`src/rtl/downstream_vc_tracker.sv`:
```
// Downstream VC credit and ownership tracker.
// Feeds idle and credit-available vectors to the VC/switch allocators.
module downstream_vc_tracker #(
  parameter int VC_TOTAL    = 10,
  parameter int PORT_NUM    = 5,
  parameter int VC_NUM      = 2,
  parameter int BUFFER_SIZE = 8
) (
  input  logic                clk,
  input  logic                rst,
  input  logic [VC_TOTAL-1:0] vc_allocated_i,
  input  logic [VC_TOTAL-1:0] flit_sent_i,
  input  logic [VC_TOTAL-1:0] tail_sent_i,
  input  logic [VC_TOTAL-1:0] credit_i,
  output logic [VC_TOTAL-1:0] idle_downstream_vc_o,
  output logic [VC_TOTAL-1:0] credit_available_o,
  output logic                error_o
);

  localparam int CW = $clog2(BUFFER_SIZE + 1);
  localparam logic [CW-1:0] FULL = CW'(BUFFER_SIZE);

  typedef enum logic [1:0] {
    IDLE,
    ACTIVE,
    DRAINING
  } vc_state_t;

  // VC index d maps to port d/VC_NUM, so the totals must agree.
  if (VC_TOTAL != PORT_NUM * VC_NUM) begin : g_bad_cfg
    $error("VC_TOTAL must equal PORT_NUM*VC_NUM");
  end

  vc_state_t           st_q  [VC_TOTAL];
  vc_state_t           st_d  [VC_TOTAL];
  logic [CW-1:0]       cnt_q [VC_TOTAL];
  logic [CW-1:0]       cnt_d [VC_TOTAL];
  logic [VC_TOTAL-1:0] send_ok;
  logic [VC_TOTAL-1:0] cred_ok;
  logic [VC_TOTAL-1:0] viol;
  logic [VC_TOTAL-1:0] idle_q, idle_d;
  logic [VC_TOTAL-1:0] avail_q, avail_d;
  logic                err_q;

  // Per-VC acceptance, counter update, state transition, violations.
  always_comb begin
    send_ok = '0;
    cred_ok = '0;
    viol    = '0;
    idle_d  = '0;
    avail_d = '0;
    for (int d = 0; d < VC_TOTAL; d++) begin
      st_d[d]  = st_q[d];
      cnt_d[d] = cnt_q[d];

      send_ok[d] = flit_sent_i[d]
                 && (st_q[d] == ACTIVE)
                 && ((cnt_q[d] != '0) || credit_i[d]);
      cred_ok[d] = credit_i[d]
                 && ((cnt_q[d] != FULL) || send_ok[d]);

      viol[d] = (flit_sent_i[d] && !send_ok[d])
              || (credit_i[d] && !cred_ok[d])
              || (vc_allocated_i[d] && (st_q[d] != IDLE));

      cnt_d[d] = cnt_q[d]
               - CW'(send_ok[d])
               + CW'(cred_ok[d]);

      unique case (st_q[d])
        IDLE: begin
          if (vc_allocated_i[d]) st_d[d] = ACTIVE;
        end
        ACTIVE: begin
          if (send_ok[d] && tail_sent_i[d])
            st_d[d] = (cnt_d[d] == FULL) ? IDLE : DRAINING;
        end
        DRAINING: begin
          if (cnt_d[d] == FULL) st_d[d] = IDLE;
        end
        default: st_d[d] = IDLE;
      endcase

      idle_d[d]  = (st_d[d] == IDLE);
      avail_d[d] = (cnt_d[d] != '0);
    end
  end

  // State, counters and registered outputs; error is sticky until rst.
  always_ff @(posedge clk) begin
    if (rst) begin
      for (int d = 0; d < VC_TOTAL; d++) begin
        st_q[d]  <= IDLE;
        cnt_q[d] <= FULL;
      end
      idle_q  <= '1;
      avail_q <= '1;
      err_q   <= 1'b0;
    end else begin
      for (int d = 0; d < VC_TOTAL; d++) begin
        st_q[d]  <= st_d[d];
        cnt_q[d] <= cnt_d[d];
      end
      idle_q  <= idle_d;
      avail_q <= avail_d;
      err_q   <= err_q | (|viol);
    end
  end

  assign idle_downstream_vc_o = idle_q;
  assign credit_available_o   = avail_q;
  assign error_o              = err_q;

endmodule

```
`config.mk`:
```
export PLATFORM = sky130hd
export DESIGN_NAME = downstream_vc_tracker
export DESIGN_NICKNAME = d
export VERILOG_FILES = /design/src/rtl/downstream_vc_tracker.sv
export SDC_FILE = /design/constraint.sdc
export NUM_CORES = 1
export LEC_CHECK = 0
export CAP_MARGIN = 20
export CORE_MARGIN = 2
export CORE_UTILIZATION = 35
export DETAILED_ROUTE_END_ITERATION = 12
export HOLD_SLACK_MARGIN = 0.1
export MAX_ROUTING_LAYER = met4
export PLACE_DENSITY = 0.61
export SYNTH_ARGS = -nofsm -noshare
export SYNTH_HDL_FRONTEND = slang
export SYNTH_SLANG_ARGS = --single-unit
```
`constraint.sdc`:
```
create_clock -name clk -period 3.63 [get_ports clk]
set_clock_uncertainty 0.2 [all_clocks]
set_input_delay 0.363 -clock clk [delete_from_list [all_inputs] [get_ports clk]]
set_output_delay 0.363 -clock clk [all_outputs]
set_load 0.01 [all_outputs]
```
# Yosys cells after proc, flatten, opt, wreduce, memory -nomap -nowiden
# Memories as Yosys holds them, arrays and structs flattened.
# Index checks and enable logic that the tools add are counted.
# W data, S select, Z words.
# totals
ram_bits	60
mem_count	2
elab_cells	340
input_bits	42
regBits	21
output_inout_bits	21
# classes
muxes	73
n_addsub	20
reduce_logical	181
eq_ne	40
bitwise	21
# mem_list
name	words	width	rd	rd_clocked_by_memory_dff	wr	line_no	source
cnt_q	10	4	10	0	10	36	logic [CW-1:0] cnt_q [VC_TOTAL];
st_q	10	2	10	0	10	34	vc_state_t st_q [VC_TOTAL];
# op_table
op	n
$mux W2	50
$reduce_bool A4 Y1	20
$logic_and A1 B1 Y1	70
$pmux W2 S3	10
$add A4 B1 Y4	10
$eq A4 B4 Y1 const B	10
$logic_not A2 Y1	20
$logic_or A1 B1 Y1	40
$mux W4	10
$ne A4 B4 Y1 const B	10
$sub A4 B1 Y4	10
$or A1 B1 Y1	21
$eq A2 B1 Y1 const B	10
$eq A2 B2 Y1 const B	10
$logic_not A1 Y1	20
$reduce_bool A2 Y1	10
$reduce_or A10 Y1	1
$mux W1	3

# Logic depth before layout (Yosys ltp)
# Gate-level depths: netlist (run 1).
# depth
ltp_word	11
mapped_depth	15
ltp_nobuf	15

# Worst setup path before layout (run 1)
# No wires, ideal clock.
# synth_timing
path_kind	register -> register
start	memory cnt_q[9][2] (netlist name)
end	register idle_q[9], in the netlist idle_downstream_vc_o[9]
setup_slack_ns	0.931
n_path_buf	0
t_arrival_ns	2.379
synth_period_minus_slack_ns	2.699
stages_incl_launch_ff	14
setup_ns	0.120
required_time_ns	3.310
path_cell_list	dfxtp_1 inv_1 ha_1 nor4b_1 nor2_1 ha_1 inv_1 ha_1 inv_1 fa_1 xor2_1 and3b_1 a21oi_1 o21bai_1
# synth_lines
item	line_no	source
from (decl)	36	
to (signal assigned)	104	idle_q <= idle_d;
to (decl)	41	logic [VC_TOTAL-1:0] idle_q, idle_d;

==> results of run 1 <==
==> placed cells by master (no fill, tap or decap), types with 3 or more instances in the layout <==
master,n
inv_1,89
dfxtp_1,81
clkdlybuf4s50_1,61
nor2_1,60
ha_1,60
nor2b_1,21
o21ai_0,17
nand2b_1,16
a21o_1,16
xor2_1,14
nand3b_1,13
a21oi_1,12
nand4_1,11
fa_1,10
nand2_1,9
clkbuf_16,9
a31oi_1,8
or2_2,8
and2_1,6
xnor2_1,6
or3_1,6
nor3_1,5
o22ai_1,5
nor4_1,5
and3_1,4
nor4b_1,4
a311oi_1,4
and3b_1,4
o21bai_1,4
a2bb2oi_1,3
clkbuf_8,3
buf_4,3
==> state kept, by name, indices dropped and copies added, names as in the netlist <==
name and flops:
credit_available_o 10, st_q 20, idle_downstream_vc_o 10, cnt_q 40, error_o 1
==> per-stage QoR <==
stage	cells	setup slack [ns]
after floorplan	525	0.9313
after global placement	759	0.2617
after detailed placement	759	0.1583
after CTS	772	0.5017
after global routing	772	0.3536
final	772	0.5337
==> critical path: cells and delay by family <==
kind            cells  cell delay [ns]
fa+ha+maj           3             0.81
xor+xnor            1             0.22
simple gates        5             0.86
compound gates      1             0.26
buf+inv             3             0.57
==> report_power, final <==
part           switching, mW  internal, mW
registers              0.194          1.15
logic                   1.15          1.06
clock network          0.328         0.508
==> layout make-up <==
cell class	count	area, um^2	share of cell area
Sequential cell	81	1622	0.2819
Timing Repair Buffer	65	638.1	0.1109
Inverter	89	334.1	0.05807
Clock buffer	13	270.3	0.04698
Multi-Input combinational cell	348	2669	0.4639
Tap cell	176	220.2	0.03828
==> metal layers <==
layer,up-vias,GRT usage
li1,1880,-
met1,1666,0.1807
met2,66,0.2525
met3,9,0.04358
met4,0,0.04836
met5,-,-
==> worst min path at each step <==
stage	from	end	slack, ns	cells after the start
after floorplan	st_q[8][1]$_SDFF_PP0_	st_q[8][0]$_SDFF_PP0_	0.25	1
after global placement	st_q[2][1]$_SDFF_PP0_	st_q[2][0]$_SDFF_PP0_	0.26	1
after detailed placement	st_q[2][1]$_SDFF_PP0_	st_q[2][0]$_SDFF_PP0_	0.28	1
after CTS	st_q[9][1]$_SDFF_PP0_	st_q[9][0]$_SDFF_PP0_	0.29	1
after global routing	st_q[2][1]$_SDFF_PP0_	st_q[2][0]$_SDFF_PP0_	0.32	1
final	st_q[9][1]$_SDFF_PP0_	st_q[9][0]$_SDFF_PP0_	0.29	1
==> cells by family (layout without fill, tap and decap cells) <==
group | Yosys count | after routing | share of synthesized area
DFF | 81 | 81 | 0.3487
and+or+nand+nor | 182 | 182 | 0.2252
xor gates and xnor gates | 20 | 20 | 0.03767
buffers and inverters | 96 | 167 | 0.07748
AOI/OAI and AO/OA | 76 | 76 | 0.1065
adders and majority gates | 70 | 70 | 0.2045
==> results.sh, run 1 <==
export IMPL_status="completed"
export IMPL_cts_setup_buffers=0
export IMPL_hold_viol=0
export IMPL_ctsResizeCount=0
export IMPL_reg2reg_to="st_q[3][1]$_SDFF_PP0_"
export IMPL_holdWs_ns=0.2891
export IMPL_clk_transition_reported_paths_ns=0.06
export IMPL_wl_met1_um=4778
export IMPL_path_cells="clkdlybuf4s50_1 -> nor4b_1 -> nand2b_1 -> nor2_1 -> ha_1 -> inv_1 -> ha_1 -> inv_1 -> fa_1 -> xor2_1 -> nand3b_1 -> o221ai_1 -> nor2_1"
export IMPL_initial_core_util=0.3554
export IMPL_fp_coreArea_um2=13090
export IMPL_overflow=0
export IMPL_tightestPinTransition_ns=0.7950
export IMPL_crit_type="primary input to register"
export IMPL_slew_limit_headroom=0.4700
export IMPL_vias=3621
export IMPL_grt_first_pass_wirelength_um=16750
export IMPL_grt_pass1_vias=3673
export IMPL_drive_gt1_frac=0.05034
export IMPL_diodes=0
export IMPL_io_buffers=62
export IMPL_routed_top_layer="met4"
export IMPL_synth_cells=525
export IMPL_syn_area_um2=4651
export IMPL_synth_area_leader_cell="dfxtp_1"
export IMPL_nNetsFinal=706
export IMPL_synthDistinctLibCells=42
export IMPL_antenna_found_initial=0
export IMPL_cts_max_level=3
export IMPL_synth_async_reset_ratio=0
export IMPL_root_buffer="clkbuf_16"
export IMPL_numCtsBuffers=9
export IMPL_worstHoldPathType="register to register"
export IMPL_clk_latency_ns=0.33
export IMPL_dp_hpwl_um=7873
export IMPL_first_pass_iters=4
export IMPL_synthFlopType="dfxtp_1"
export IMPL_n_fill_cell=1261
export IMPL_end_kind="register"
export IMPL_yosysSeqAreaShare=0.3487
export IMPL_period_share=0.8530
export IMPL_setup_viol=0
export IMPL_avgSynthCellArea_um2=8.858
export IMPL_clock_path_buffers=2
export IMPL_wirelength_um=9930
export IMPL_tns_ns=0
export IMPL_finalCriticalPeriod_ns=3.096
export IMPL_drtIter0Drc=207
export IMPL_synth_edf_count=0
export IMPL_ant_nets=0
export IMPL_ioPinCount=63
export IMPL_startpoint="credit_i[3]"
export IMPL_wl_met2_um=4621
export IMPL_synth_seq_cells=81
export IMPL_yosys_warnings=0
export IMPL_rows=42
export IMPL_synth_top_cell_area_share=0.3487
export IMPL_grt_max_degree=44
export IMPL_wire_per_inst_um=12.86
export IMPL_critPathSlowestCell="clkdlybuf4s50_1"
export IMPL_dieHeight_um=119.3
export IMPL_die_x_um=119.3
export IMPL_cp_max_fo=3
export IMPL_dieArea_um2=14230
export IMPL_power_density_nw_per_um2=763.8
export IMPL_reg2reg_depth=14
export IMPL_critPathMaxStageDelay_ns=0.45
export IMPL_drc=0
export IMPL_grtUsageTotal=0.1531
export IMPL_ys_top_cells_by_area="dfxtp_1 (35%), ha_1 (16%), inv_1 (7.2%), nor2_1 (4.8%), fa_1 (4.3%)"
export IMPL_cp_arrival_ns=3.08
export IMPL_cts_sinks=81
export IMPL_place_area_um2=5483
export IMPL_wl_met3_um=420
export IMPL_rsz0062_at_grt="no"
export IMPL_max_freq_mhz=323.0
export IMPL_viasPerCell=4.690
export IMPL_gp_congestion=0.8715
export IMPL_reg2reg_slack_ns=0.57
export IMPL_r2r_start="cnt_q[3][2]$_SDFF_PP0_"
export IMPL_post_synth_top_count_cell="inv_1"
export IMPL_slew_viol_final=0
export IMPL_synth_commonest_cells="inv_1 (89), dfxtp_1 (81), ha_1 (60), nor2_1 (60), nor2b_1 (21)"
export IMPL_start_kind="primary input"
export IMPL_area_delta_synth_final_pct=23.70
export IMPL_crit_path_end="st_q[3][1]$_SDFF_PP0_"
export IMPL_maxCapViolCount=0
export IMPL_fin_util=0.4397
export IMPL_cts_tree="done"
export IMPL_critPathRequiredTime_ns=3.62
export IMPL_fin_area_um2=5753
export IMPL_worst_ir_drop_vdd_mv=0.3061
export IMPL_finalPower_mw=4.394
export IMPL_syn_num_nets=637
export IMPL_hold_buffers=0
export IMPL_leakage_nw=2.555
No activity file was read; power rests on OpenSTA's default activity.
==> inputs of run 2 (changes only) <==
ABC_AREA = 1   (was default)
CORE_MARGIN = default   (was 2)
CTS_CLUSTER_SIZE = 12   (was default)
==> results.sh, run 2 <==
export IMPL_crit_top_cell="inv_1"
export IMPL_dieArea_um2=14400
export IMPL_yosys_warnings=0
export IMPL_synthFlopType="dfxtp_1"
export IMPL_vias=4022
export IMPL_worst_ir_drop_vdd_mv=0.2871
export IMPL_nNetsFinal=847
export IMPL_viasPerCell=4.391
export IMPL_clock_path_buffers=2
export IMPL_die_x_um=120.0
export IMPL_final_common_cell="inv_1"
export IMPL_critical_path_top_delay_family="adder cells"
export IMPL_setup_viol=0
export IMPL_start_kind="register"
export IMPL_fp_coreArea_um2=13400
export IMPL_io_buffers=62
export IMPL_clk_transition_reported_paths_ns=0.07
export IMPL_gp_congestion=0.7765
export IMPL_drtIter0Drc=138
export IMPL_antenna_found_initial=0
export IMPL_synth_async_reset_ratio=0
export IMPL_synth_edf_count=0
export IMPL_critPathMaxStageDelay_ns=0.40
export IMPL_first_pass_iters=4
export IMPL_grt_first_pass_wirelength_um=17020
export IMPL_path_cells="inv_1 -> ha_1 -> inv_1 -> nor2_1 -> nand2_1 -> nand2_1 -> inv_2 -> ha_1 -> inv_1 -> ha_1 -> inv_1 -> fa_1 -> xnor2_1 -> inv_1 -> nand3_1 -> inv_1 -> nand2_1 -> nand3_1 -> nand2_1 -> inv_1"
export IMPL_drc=0
export IMPL_rows=42
export IMPL_hold_viol=0
export IMPL_cp_max_fo=3
export IMPL_power_density_nw_per_um2=787.6
export IMPL_period_share=0.7670
export IMPL_numCtsBuffers=9
export IMPL_ant_nets=0
export IMPL_post_synth_top_count_cell="inv_1"
export IMPL_clk_latency_ns=0.34
export IMPL_leakage_nw=3.063
export IMPL_grt_max_degree=38
export IMPL_wire_per_inst_um=10.79
export IMPL_critPathSlowestCell="fa_1"
export IMPL_drive_gt1_frac=0.06757
export IMPL_ioPinCount=63
export IMPL_syn_num_nets=780
export IMPL_worstHoldPathType="register to register"
export IMPL_rsz0062_at_grt="no"
export IMPL_regMostFlops="cnt_q"
export IMPL_layout_common_cells="inv_1 (160), nand2_1 (108), dfxtp_1 (81), nand3_1 (62), clkdlybuf4s50_1 (62)"
export IMPL_slew_viol_final=0
export IMPL_wirelength_um=9881
export IMPL_syn_area_um2=4875
export IMPL_synth_top_cell_area_share=0.3326
export IMPL_root_buffer="clkbuf_16"
export IMPL_initial_core_util=0.3638
export IMPL_tns_ns=0
export IMPL_fin_util=0.4471
export IMPL_synth_seq_cells=81
export IMPL_crit_type="register to register"
export IMPL_cts_max_level=3
export IMPL_ctsResizeCount=0
export IMPL_max_freq_mhz=359.1
export IMPL_synthDistinctLibCells=26
export IMPL_avgSynthCellArea_um2=7.297
export IMPL_path_buf_inv=8
export IMPL_fin_cells=916
export IMPL_overflow=0
export IMPL_synth_area_leader_cell="dfxtp_1"
export IMPL_reg_largest_list="cnt_q x40, st_q x20"
export IMPL_critPathRequiredTime_ns=3.68
export IMPL_end_kind="register"
export IMPL_synth_commonest_cells="inv_1 (160), nand2_1 (108), dfxtp_1 (81)"
export IMPL_ys_top_cells_by_area="dfxtp_1 (33%), ha_1 (15%), inv_1 (12%), nand2_1 (8.3%), nand3_1 (6.4%)"
export IMPL_tightestPinTransition_ns=0.6812
export IMPL_status="completed"
export IMPL_grt_pass1_vias=4120
export IMPL_finalCriticalPeriod_ns=2.784
export IMPL_dp_hpwl_um=7924
export IMPL_diodes=0
export IMPL_yosysSeqAreaShare=0.3326
export IMPL_maxCapViolCount=0
export IMPL_cts_setup_buffers=0
export IMPL_cts_sinks=81
export IMPL_cts_tree="done"
export IMPL_largest_reg_flops=40
export IMPL_cp_arrival_ns=2.83
export IMPL_dieHeight_um=120.0
export IMPL_area_delta_synth_final_pct=22.90
export IMPL_hold_buffers=0
export IMPL_synth_cells=668
export IMPL_slew_limit_headroom=0.5452
export IMPL_grtUsageTotal=0.1538
export IMPL_place_inst=900
==> run 2: cell count changes in the layout (fill, tap and decap cells not counted), sizes merged, moves of 8 or more <==
cell | before | now
nand2b | 16 | 0
xor2 | 14 | 0
a21o | 16 | 0
nand3b | 13 | 5
nor2b | 21 | 0
or2 | 8 | 0
xnor2 | 6 | 20
inv | 89 | 181
nand2 | 9 | 113
nor2 | 60 | 69
nand3 | 1 | 63
nand4 | 11 | 1
==> run 2: where the power goes <==
part	internal [mW]	switching [mW]	leakage, nW	total (mW)
logic	1.09	1.40	2.25	2.49
registers	1.15	0.171	0.670	1.32
clock network	0.535	0.379	0.139	0.914
==> run 2: layer usage <==
metal	global-route usage	wire length, um	part of all wire	vias up
met1	0.1653	4381	0.44	1807
met3	0.03422	416	0.042	16
met2	0.2687	4868	0.49	50
li1	-	-	-	2149
met5	-	0	0	-
met4	0.07031	214	0.022	0
==> run 2: worst min-delay path: stages, from the launching register on <==
cell	delay, ns
dfxtp_1	0.33
inv_2	0.06
a31oi_1	0.09
nor2_1	0.08
==> run 2: layout make-up <==
type	count	area (um^2)
multi-input combinational	400	2549
clock inverter	6	67.56
inverter	180	675.6
clock buffer	10	229.0
sequential	81	1622
tap	176	220.2
fill	1342	7410
timing repair buffer	63	628.1
==> run 2: path summary, 6_finish.rpt <==
path / start / end / slack [ns] / cells after the start
worst max-delay path: cnt_q[8][2]$_SDFF_PP0_ / idle_downstream_vc_o[8]$_SDFF_PP1_ / 0.85 / 20
worst min-delay path: st_q[5][1]$_SDFF_PP0_ / st_q[5][0]$_SDFF_PP0_ / 0.39 / 3
worst max register to register: cnt_q[8][2]$_SDFF_PP0_ / idle_downstream_vc_o[8]$_SDFF_PP1_ / 0.85 / 20
worst min register to register: st_q[5][1]$_SDFF_PP0_ / st_q[5][0]$_SDFF_PP0_ / 0.39 / 3
==> run 2: logic make-up (layout without fill, tap and decap cells) <==
group	count (synthesis)	after routing	share of synthesized area
flops	81	81	0.3326
simple gates	264	264	0.2400
buf+inv	187	259	0.1445
compound gates	46	46	0.05185
xor+xnor	20	20	0.03593
fa+ha+maj	70	70	0.1951
==> run 2: stage by stage <==
stage          worst slack (ns)  hold WS, ns  instance area, um^2  power (mW)
6_report                 0.8456       0.3924                 5991       4.719
5_1_grt                  0.5569       0.4402                 5991       5.251
4_1_cts                  0.8199       0.3918                 5991       4.785
3_5_place_dp             0.5387       0.3817                 5694       3.836
3_3_place_gp             0.5913       0.3703                 5694       3.722
2_1_floorplan             1.112       0.3370                 4875       3.236
